<file path="config.mk">
export PLATFORM = sky130hd
export DESIGN_NAME = player_move_ctrl
export DESIGN_NICKNAME = d
export VERILOG_FILES = /design/src/rtl/player_move_ctrl.sv
export SDC_FILE = /design/constraint.sdc
export NUM_CORES = 1
export LEC_CHECK = 0
export BUFFER_PORTS_ARGS = -buffer_cell sky130_fd_sc_hd__buf_2
export CORE_MARGIN = 1.5
export CORE_UTILIZATION = 45
export CTS_BUF_LIST = sky130_fd_sc_hd__clkbuf_8 sky130_fd_sc_hd__clkbuf_16
export CTS_CLUSTER_SIZE = 20
export DETAILED_ROUTE_END_ITERATION = 10
export PLACE_DENSITY = 0.66
export SLEW_MARGIN = 15
export SYNTH_ARGS = -nofsm -noshare
export SYNTH_HDL_FRONTEND = slang
export SYNTH_SLANG_ARGS = --single-unit
export TNS_END_PERCENT = 1
</file>
<file path="constraint.sdc">
create_clock -name Clk -period 3.05 [get_ports Clk]
set_input_delay 0.305 -clock Clk [delete_from_list [all_inputs] [get_ports Clk]]
set_output_delay 0.305 -clock Clk [all_outputs]
set_load 0.1 [all_outputs]
</file>
<file path="src/rtl/player_move_ctrl.sv">
// Tile-locked player movement: keycode -> facing, moving flag and world scroll offset,
// advanced once per VS frame tick. Optional run modifier (B key) under `PLAYER_RUN_EN.
module player_move_ctrl #(
    parameter int unsigned TILE_PX     = 16,
    parameter int unsigned STEP_PX     = 1,
    parameter int unsigned TURN_FRAMES = 4,
    parameter logic [9:0]  X_MAX       = 10'd480,
    parameter logic [9:0]  Y_MAX       = 10'd480,
    parameter logic [9:0]  X_INIT      = 10'd160,
    parameter logic [9:0]  Y_INIT      = 10'd160
) (
    input  logic       Clk,
    input  logic       Reset,
    input  logic       VS,
    input  logic [7:0] Keycode,
    output logic       Character_Moving,
    output logic [1:0] Direction,
    output logic [9:0] Map_X,
    output logic [9:0] Map_Y,
    output logic       Frame_Tick
);
    localparam logic [1:0]  S_IDLE    = 2'd0;
    localparam logic [1:0]  S_TURN    = 2'd1;
    localparam logic [1:0]  S_WALK    = 2'd2;
    localparam logic [1:0]  DIR_UP    = 2'd0;
    localparam logic [1:0]  DIR_RIGHT = 2'd1;
    localparam logic [1:0]  DIR_DOWN  = 2'd2;
    localparam logic [1:0]  DIR_LEFT  = 2'd3;
    localparam logic [9:0]  TILE10    = 10'(TILE_PX);
    localparam logic [10:0] TILE11    = 11'(TILE_PX);
    localparam logic [9:0]  STEP10    = 10'(STEP_PX);
    localparam logic [7:0]  TURN_LAST = 8'(TURN_FRAMES - 1);

    logic [1:0] state_q, state_d;
    logic [1:0] dir_q, dir_d;
    logic       moving_q, moving_d;
    logic [9:0] map_x_q, map_x_d;
    logic [9:0] map_y_q, map_y_d;
    logic [9:0] step_cnt_q, step_cnt_d;
    logic [7:0] turn_cnt_q, turn_cnt_d;
    logic       vs_prev_q, vs_prev_d;
    logic       tick_q, tick_d;
    logic       req_vld;
    logic [1:0] req_dir;
    logic       in_bounds;
    logic [9:0] step_sz;
`ifdef PLAYER_RUN_EN
    logic       run_q, run_d;
    logic       walk_run_q, walk_run_d;
`endif

    always_comb begin
        req_vld = 1'b1;
        req_dir = DIR_UP;
        case (Keycode)
            8'h1A:   req_dir = DIR_UP;
            8'h07:   req_dir = DIR_RIGHT;
            8'h16:   req_dir = DIR_DOWN;
            8'h04:   req_dir = DIR_LEFT;
            default: req_vld = 1'b0;
        endcase
    end

    // Widened to 11 bits so the upper-bound test cannot overflow.
    always_comb begin
        case (dir_q)
            DIR_UP:    in_bounds = {1'b0, map_y_q} >= TILE11;
            DIR_RIGHT: in_bounds = ({1'b0, map_x_q} + TILE11) <= {1'b0, X_MAX};
            DIR_DOWN:  in_bounds = ({1'b0, map_y_q} + TILE11) <= {1'b0, Y_MAX};
            default:   in_bounds = {1'b0, map_x_q} >= TILE11;
        endcase
    end

    always_comb begin
        state_d    = state_q;
        dir_d      = dir_q;
        moving_d   = moving_q;
        map_x_d    = map_x_q;
        map_y_d    = map_y_q;
        step_cnt_d = step_cnt_q;
        turn_cnt_d = turn_cnt_q;
        vs_prev_d  = VS;
        tick_d     = vs_prev_q & ~VS;
        step_sz    = STEP10;
`ifdef PLAYER_RUN_EN
        // Single-keycode port: B latches run, any non-direction key drops it.
        run_d      = run_q;
        walk_run_d = walk_run_q;
        if (Keycode == 8'h05)
            run_d = 1'b1;
        else if (!req_vld)
            run_d = 1'b0;
        if (walk_run_q)
            step_sz = STEP10 << 1;
`endif
        if (tick_q) begin
            case (state_q)
                S_IDLE: begin
                    if (req_vld && req_dir != dir_q) begin
                        dir_d      = req_dir;
                        turn_cnt_d = 8'd0;
                        state_d    = S_TURN;
                    end else if (req_vld && in_bounds) begin
                        moving_d   = 1'b1;
                        step_cnt_d = 10'd0;
                        state_d    = S_WALK;
`ifdef PLAYER_RUN_EN
                        walk_run_d = run_q;
`endif
                    end
                end
                S_TURN: begin
                    turn_cnt_d = turn_cnt_q + 8'd1;
                    if (turn_cnt_q == TURN_LAST)
                        state_d = S_IDLE;
                end
                S_WALK: begin
                    case (dir_q)
                        DIR_UP:    map_y_d = map_y_q - step_sz;
                        DIR_RIGHT: map_x_d = map_x_q + step_sz;
                        DIR_DOWN:  map_y_d = map_y_q + step_sz;
                        default:   map_x_d = map_x_q - step_sz;
                    endcase
                    step_cnt_d = step_cnt_q + step_sz;
                    if (step_cnt_q + step_sz == TILE10) begin
                        moving_d = 1'b0;
                        state_d  = S_IDLE;
                    end
                end
                default: state_d = S_IDLE;
            endcase
        end
    end

    always_ff @(posedge Clk) begin
        if (Reset) begin
            state_q    <= S_IDLE;
            dir_q      <= DIR_DOWN;
            moving_q   <= 1'b0;
            map_x_q    <= X_INIT;
            map_y_q    <= Y_INIT;
            step_cnt_q <= 10'd0;
            turn_cnt_q <= 8'd0;
            vs_prev_q  <= 1'b1;
            tick_q     <= 1'b0;
`ifdef PLAYER_RUN_EN
            run_q      <= 1'b0;
            walk_run_q <= 1'b0;
`endif
        end else begin
            state_q    <= state_d;
            dir_q      <= dir_d;
            moving_q   <= moving_d;
            map_x_q    <= map_x_d;
            map_y_q    <= map_y_d;
            step_cnt_q <= step_cnt_d;
            turn_cnt_q <= turn_cnt_d;
            vs_prev_q  <= vs_prev_d;
            tick_q     <= tick_d;
`ifdef PLAYER_RUN_EN
            run_q      <= run_d;
            walk_run_q <= walk_run_d;
`endif
        end
    end

    assign Character_Moving = moving_q;
    assign Direction        = dir_q;
    assign Map_X            = map_x_q;
    assign Map_Y            = map_y_q;
    assign Frame_Tick       = tick_q;
endmodule

</file>
-- Yosys cells after proc, flatten, opt, wreduce, memory -nomap -nowiden
Cells that the tools add are included.
W data, S select, Z words.
- flip-flop bits (word level): 45
- bits in latches: 0
- bits in writable memories: 0
- bits in read-only memories: 0
- input port bits: 11
- output and inout bits: 24
- logic and storage cells: 76
- memories: 0
- $add $sub $neg: 8
- $mul: 0
- divide/modulo/power cells: 0
- $lt $le $gt $ge: 4
- eq/ne operators: 17
- shift-type cells: 0
- muxes and demuxes: 19
- bitwise gates (word level): 3
- reduce and logical (&&, ||, !) cells: 16
- operator list (cell ; count):
    $pmux W10 S2 ; 3
    $add A10 B1 Y10 const B ; 3
    $add A10 B5 Y11 const B ; 2
    $le A11 B9 Y1 const B ; 2
    $ge A10 B5 Y1 const B ; 2
    $mux W10 ; 2
    $sub A10 B1 Y10 const B ; 2
    $eq A8 B3 Y1 const B ; 2
    $eq A8 B5 Y1 const B ; 2
    $pmux W8 S2 ; 1
    $pmux W2 S3 ; 2
    $reduce_and A3 Y1 ; 4
    $eq A10 B5 Y1 const B ; 1
    $ne A2 B2 Y1 const B ; 5
    $add A8 B1 Y8 const B ; 1
    $eq A8 B2 Y1 const B ; 1
    $mux W2 ; 4
    $mux W8 ; 1
    $reduce_and A4 Y1 ; 2
    $reduce_bool A2 Y1 ; 3
    $reduce_and A5 Y1 ; 1
    $eq A2 B1 Y1 const B ; 2
    $eq A2 B2 Y1 const B ; 2
    $logic_not A2 Y1 ; 2
    10 further kinds ; 15

-- Depth between registers and ports, before layout
Gate-level depths: netlist of run 1.
- depth after elaboration: 7
- depth in mapped cells: 11
- mapped depth without buffers: 10

-- Least setup slack after synthesis of run 1
Ideal clock, no wire load.
- path kind: flip-flop to flip-flop
- start: register dir_q[1] (netlist: Direction[1])
- end: register map_x_q[9] (netlist: Map_X[9])
- setup time: 0.070 ns
- data arrival time: 3.448 ns
- required time: 2.980 ns
- path slack: -0.469 ns
- stages on the path, launching flop included: 12
- buffers on the path: 1
- clock period less this slack: 3.519 ns
- cells stage by stage: dfxtp_1 > clkbuf_1 > inv_1 > nand2_1 > ha_1 > a211o_1 > a21oi_1 > o21ai_1 > a41oi_1 > a21oi_1 > or4_1 > a21oi_1
- longest elaborated chain between the ends: 4
- elaborated cells on any way between the ends: 7
- those cells by class: eq/ne (2); mux (1); bitwise (1); reduce/logical (3)
- ends and longest elaborated chain (element ; line ; text):
    from (decl) ; 35 ; logic [1:0] dir_q, dir_d;
    from (signal assigned) ; 152 ; dir_q <= dir_d;
    $eq A2 B2 Y1 or $logic_not A2 Y1 (tied branches) ; 118 ; case (dir_q)
    $reduce_or A2 Y1 (no source line) ; -- ;
    $not A1 Y1 (no source line) ; -- ;
    $reduce_and A3 Y1 (no source line) ; -- ;
    to (signal assigned) ; 154 ; map_x_q <= map_x_d;
    to (decl) ; 37 ; logic [9:0] map_x_q, map_x_d;
Parallel ways exist; a longest one is shown, timed or not.
A chain may end at the register's enable or synchronous reset.

-- Worst setup path in the final report of run 1
- start: register dir_q[0] (netlist: Direction[0])
- end: register map_x_q[9] (netlist: Map_X[9])
The elaborated chain is that of the path after synthesis.

==> impl_metrics.env, run 1 <==
export IMPL_synth_edff_count=0
export IMPL_setup_viol=0
export IMPL_timing_critical_path_buf_inv=0
export IMPL_hold_buffers=0
export IMPL_drive_gt1_frac=0.155
export IMPL_place_congestion=0.845
export IMPL_dieArea_um2=7620
export IMPL_fin_area_um2=3570
export IMPL_tightest_slew_ps=645
export IMPL_grt_pass1_wl_um=12600
export IMPL_hold_ws_ps=204
export IMPL_cts_max_path_buffers=2
export IMPL_antenna_found_initial=0
export IMPL_post_cts_setup_buffers=0
export IMPL_final_common_cell="dfxtp_1"
export IMPL_synthDistinctLibCells=64
export IMPL_drt_iter0_drc=136
export IMPL_cts_buffers=5
export IMPL_viasPerCell=5.66
export IMPL_ant_nets=0
export IMPL_ys_seq_area_frac=0.282
export IMPL_antennaDiodeCount=0
export IMPL_netlist_instances=398
export IMPL_hpwlAfterDp_um=5290
export IMPL_worst_clock_skew_ps=9.28
export IMPL_syn_area_um2=3200
export IMPL_async_reset_ff_frac=0
export IMPL_hold_path_class="in -> reg"
export IMPL_cp_start_kind="flip-flop"
export IMPL_ioPinCount=35
export IMPL_cts_sinks=45
export IMPL_num_vias=2986
export IMPL_critPathMaxFanout=12
export IMPL_cts_max_level=2
export IMPL_power_leakage_uw=0.00152
export IMPL_hold_viol_final=0
export IMPL_finalMaxSlewViolations=0
export IMPL_register_area_um2=906
export IMPL_cap_violations=0
export IMPL_tritoncts="yes"
export IMPL_power_density_nw_per_um2=290
export IMPL_clk_pin_slew_worst_paths_ps=90
export IMPL_fin_crit_ps=2780
export IMPL_final_period_utilization=0.911
export IMPL_grt_pass1_vias=2695
export IMPL_status="finished clean"
export IMPL_arrival_ps=3010
export IMPL_drc_errors=0
export IMPL_grt_overflow=0
export IMPL_cpMaxStageDelayCell="or4_1"
export IMPL_critPathTopFamily="compound AO/OA/AOI/OAI gates"
export IMPL_cts_resized=0
export IMPL_finalWirelength_um=7420
export IMPL_io_buffers=34
export IMPL_path_class="reg -> reg"
export IMPL_synth_top_area_cell="dfxtp_1"
export IMPL_avgSynthCellArea_um2=8.03
export IMPL_slew_headroom=0.567
export IMPL_rsz0062_at_grt="false"
export IMPL_critPathMaxStageDelay_ps=470
export IMPL_ys_ff_latch=45
export IMPL_insertion_delay_ps=300
export IMPL_yosysWarnings=0
export IMPL_max_freq_mhz=360
export IMPL_grt_max_degree=38
export IMPL_rows=30
export IMPL_synth_ff_type="dfxtp_1"
export IMPL_synth_area_leaders="dfxtp_1, ha_1, a21oi_1"
export IMPL_fill_cells=687
export IMPL_endpoint_kind="flip-flop"
export IMPL_multiInputGateArea_um2=2180
export IMPL_place_area_um2=3480
export IMPL_cp_cell_sequence="nand2_1 > ha_1 > a211o_1 > a21oi_1 > o21ai_1 > a41oi_1 > a21oi_1 > or4_1 > a21oi_1"
export IMPL_track_usage=0.203
export IMPL_post_drt_wl_per_cell_um=14.0
export IMPL_final_cell_mix="dfxtp_1, nor2_1, nand2_1"
export IMPL_setup_tns_ps=0
export IMPL_required_ps=3280
export IMPL_fin_nets=469
export IMPL_root_buffer="clkbuf_8"
export IMPL_path_common_cell="a21oi_1"
export IMPL_area_growth_syn_to_layout_pct=11.9
export IMPL_die_w_um=87.3
export IMPL_synth_nets=436
export IMPL_first_pass_iters=4
export IMPL_start_util=0.468
export IMPL_core_area_um2=6830
export IMPL_vdd_drop_max_uv=148
export IMPL_die_h_um=87.3
export IMPL_synth_top_cell_area_share=0.282
## through the flow
stage               worst slack [ps]  power, uW  std cells  utilization
finish                           270       1040        528        0.523
CTS                              255       1050        528        0.523
global route                    10.6       1080        528        0.523
detailed placement               266        666        520        0.510
global placement                 380        665        520        0.510
floorplan                       52.6        646        398            -
## path summary, 6_finish.rpt
kind / cells after the start / slack (ps) / endpoint / start
worst max-delay path: 9 / 270 / Map_X[9] / Direction[0]
worst min-delay path: 2 / 200 / vs_prev_q / VS
worst max register to register: 9 / 270 / Map_X[9] / Direction[0]
worst min register to register: 2 / 430 / Frame_Tick / vs_prev_q
## cells in the mapped netlist, types with 10 or more instances
| cell | number |
|---|---|
| a21oi_1 | 34 |
| nor2_1 | 39 |
| inv_1 | 14 |
| ha_1 | 25 |
| clkbuf_1 | 11 |
| nor3_1 | 13 |
| xor2_1 | 11 |
| dfxtp_1 | 45 |
| o211ai_1 | 10 |
| nand2_1 | 37 |
| nand3_1 | 17 |
## layout make-up
class,count,share of cell area
Clock buffer,5,0.0193
Sequential cell,45,0.253
Timing Repair Buffer,42,0.0644
Inverter,14,0.0147
Multi-Input combinational cell,323,0.609
Clock inverter,3,0.00595
Tap cell,96,0.0336
## cells by family (layout without fill, tap and decap cells)
family          after synthesis  after routing  synth area share
simple gates                164            164             0.263
buf+inv                      30             64            0.0372
flops                        45             45             0.282
xor+xnor                     19             19            0.0521
compound gates              107            107             0.236
fa+ha+maj                    27             27             0.110
mux                           6              6            0.0192
## registers in the layout (all words and copies together) (netlist names)
name,cells
Map_X,10
Map_Y,10
Frame_Tick,1
Direction,2
turn_cnt_q,8
vs_prev_q,1
Character_Moving,1
state_q,2
step_cnt_q,10
## where the power goes
part           switching (uW)  total, uW  internal [uW]  leakage [uW]
logic                    41.9       60.6           18.7       0.00111
clock network             222        385            163     0.0000445
registers                3.44        592            588      0.000363
total                     268       1040            770       0.00152
## routing by layer
layer  share of wire  global-route usage
met1            0.49               0.279
met2            0.47               0.333
met3           0.027              0.0246
met4           0.012              0.0577
met5               0                   0
Note: power is estimated with default switching activity, not from simulation.
==> run 2: changes to the inputs <==
--- a/config.mk
+++ b/config.mk
@@ -5,6 +5,7 @@
 export SDC_FILE = /design/constraint.sdc
 export NUM_CORES = 1
 export LEC_CHECK = 0
+export ABC_AREA = 1
 export BUFFER_PORTS_ARGS = -buffer_cell sky130_fd_sc_hd__buf_2
 export CORE_MARGIN = 1.5
 export CORE_UTILIZATION = 45
==> impl_metrics.env, run 2 <==
export IMPL_setup_tns_ps=0
export IMPL_dieArea_um2=7970
export IMPL_grt_pass1_wl_um=13200
export IMPL_slew_headroom=0.661
export IMPL_drc_errors=0
export IMPL_max_freq_mhz=414
export IMPL_vdd_drop_max_uv=189
export IMPL_power_leakage_uw=0.00187
export IMPL_cts_buffers=5
export IMPL_clk_pin_slew_worst_paths_ps=90
export IMPL_io_buffers=34
export IMPL_yosysWarnings=0
export IMPL_post_synth_top_count_cell="nand2_1"
export IMPL_synth_ff_type="dfxtp_1"
export IMPL_post_drt_wl_per_cell_um=12.1
export IMPL_ioPinCount=35
export IMPL_drive_gt1_frac=0.121
export IMPL_final_period_utilization=0.792
export IMPL_synth_area_leaders="dfxtp_1, nand2_1, ha_1"
export IMPL_reg2reg_depth=11
export IMPL_ys_ff_latch=45
export IMPL_r2r_end="Map_Y[6]"
export IMPL_synthDistinctLibCells=39
export IMPL_rows=31
export IMPL_cts_sinks=45
export IMPL_synth_edff_count=0
export IMPL_netlist_instances=518
export IMPL_cts_resized=0
export IMPL_syn_area_um2=3350
export IMPL_final_cell_mix="nand2_1, inv_1, nor2_1"
export IMPL_setup_viol=0
export IMPL_antenna_found_initial=0
export IMPL_ant_nets=0
export IMPL_area_growth_syn_to_layout_pct=10.8
export IMPL_hold_end="vs_prev_q"
export IMPL_post_cts_setup_buffers=0
export IMPL_track_usage=0.209
export IMPL_reg2reg_slack_ps=630
export IMPL_hold_viol_final=0
export IMPL_finalMaxSlewViolations=0
export IMPL_arrival_ps=2620
export IMPL_core_area_um2=7210
export IMPL_hold_path_class="in -> reg"
export IMPL_place_congestion=0.911
export IMPL_synth_common_cells="nand2_1, inv_1, nor2_1"
export IMPL_antennaDiodeCount=0
export IMPL_required_ps=3250
export IMPL_rsz0062_at_grt="false"
export IMPL_cts_max_path_buffers=2
export IMPL_root_buffer="clkbuf_8"
export IMPL_async_reset_ff_frac=0
export IMPL_fin_nets=592
export IMPL_final_common_cell="nand2_1"
export IMPL_fin_crit_ps=2420
export IMPL_tightest_slew_ps=512
export IMPL_reg2reg_from="Direction[1]"
export IMPL_finalWirelength_um=7890
export IMPL_hold_depth=2
export IMPL_worst_clock_skew_ps=5.64
export IMPL_drt_iter0_drc=100
export IMPL_die_w_um=89.3
export IMPL_insertion_delay_ps=300
export IMPL_first_pass_iters=4
export IMPL_grt_overflow=0
export IMPL_grt_pass1_vias=3054
export IMPL_synth_top_cell_area_share=0.269
export IMPL_endpoint_kind="flip-flop"
export IMPL_num_vias=3340
export IMPL_cts_max_level=2
export IMPL_hold_start="VS"
export IMPL_synth_top_area_cell="dfxtp_1"
export IMPL_die_h_um=89.3
export IMPL_start_util=0.464
export IMPL_synth_nets=556
export IMPL_status="finished clean"
export IMPL_cp_start_kind="flip-flop"
export IMPL_cap_violations=0
export IMPL_viasPerCell=5.11
export IMPL_finalPower_uw=1030
export IMPL_power_density_nw_per_um2=278
export IMPL_avgSynthCellArea_um2=6.47
export IMPL_path_class="reg -> reg"
export IMPL_hpwlAfterDp_um=6000
export IMPL_tritoncts="yes"
export IMPL_critPathMaxFanout=9
export IMPL_grt_max_degree=20
export IMPL_hold_buffers=0
export IMPL_ys_seq_area_frac=0.269
[run 2: changes by cell type after synthesis, moves of 8 or more]
cell and delta:
nand2_1 +77, inv_1 +59, clkbuf_1 -8, nand3_1 +16, o21ai_0 +29, inv_2 +10, nor2_1 +17, or3_1 -8
a21oi_1 +8
[run 2: area by class of cell]
type | instances | area [um2]
fill | 777 | 3500
multi-input combinational | 384 | 2110
sequential | 45 | 901
inverter | 83 | 312
timing repair buffer | 35 | 178
tap | 99 | 124
clock buffer | 5 | 68.8
clock inverter | 3 | 22.5
[run 2: kinds of logic (layout without fill, tap and decap cells)]
logic type | Yosys count | in the layout | synth area share
AO/OA/AOI/OAI | 101 | 101 | 0.165
XOR/XNOR | 13 | 13 | 0.0340
adder cells (fa/ha/maj) | 27 | 27 | 0.105
buffers and inverters | 89 | 126 | 0.102
flip-flops | 45 | 45 | 0.269
AND/OR/NAND/NOR | 243 | 243 | 0.324
[run 2: where the power goes]
| part | switching, uW | total [uW] | internal [uW] |
|---|---|---|---|
| logic | 39.6 | 53.9 | 14.3 |
| registers | 2.55 | 592 | 589 |
| clock network | 222 | 385 | 163 |
| total | 264 | 1030 | 767 |
[run 2: stage by stage]
step	instances	setup WS, ps	area [um2]	hold WS [ps]	util
2_1_floorplan	518	121	3350	392	-
3_3_place_gp	646	759	3620	398	0.502
3_5_place_dp	646	645	3620	408	0.502
4_1_cts	654	637	3710	185	0.515
5_1_grt	654	294	3710	186	0.515
6_report	654	634	3710	197	0.515
[run 2: worst max-delay path by stage]
stage,from,end,slack [ps],cells after the start
floorplan,Direction[0],Map_X[7],120,12
global placement,Direction[1],Map_Y[6],760,11
detailed placement,Direction[1],Map_Y[6],640,11
CTS,Direction[1],Map_Y[6],640,11
global route,Direction[1],Map_Y[9],290,12
finish,Direction[1],Map_Y[6],630,11
[run 2: layer usage]
layer / global-route usage / part of all wire / vias to the layer above / wire length, um
met2: 0.370 / 0.48 / 56 / 3810
met5: 0 / 0 / - / 0
met1: 0.261 / 0.46 / 1510 / 3660
li1: - / - / 1765 / -
met4: 0.0559 / 0.013 / 0 / 105
met3: 0.0360 / 0.039 / 9 / 309
[run 2: critical path, cell delays in order (launching register included)]
cell     delay (ps)
dfxtp_1         430
inv_2           100
nor2_1          140
inv_1           190
ha_1            420
a21oi_1          80
o21ai_0         340
a21oi_1         110
o21ai_0         220
xor2_1           90
o21ai_0         140
inv_1            50
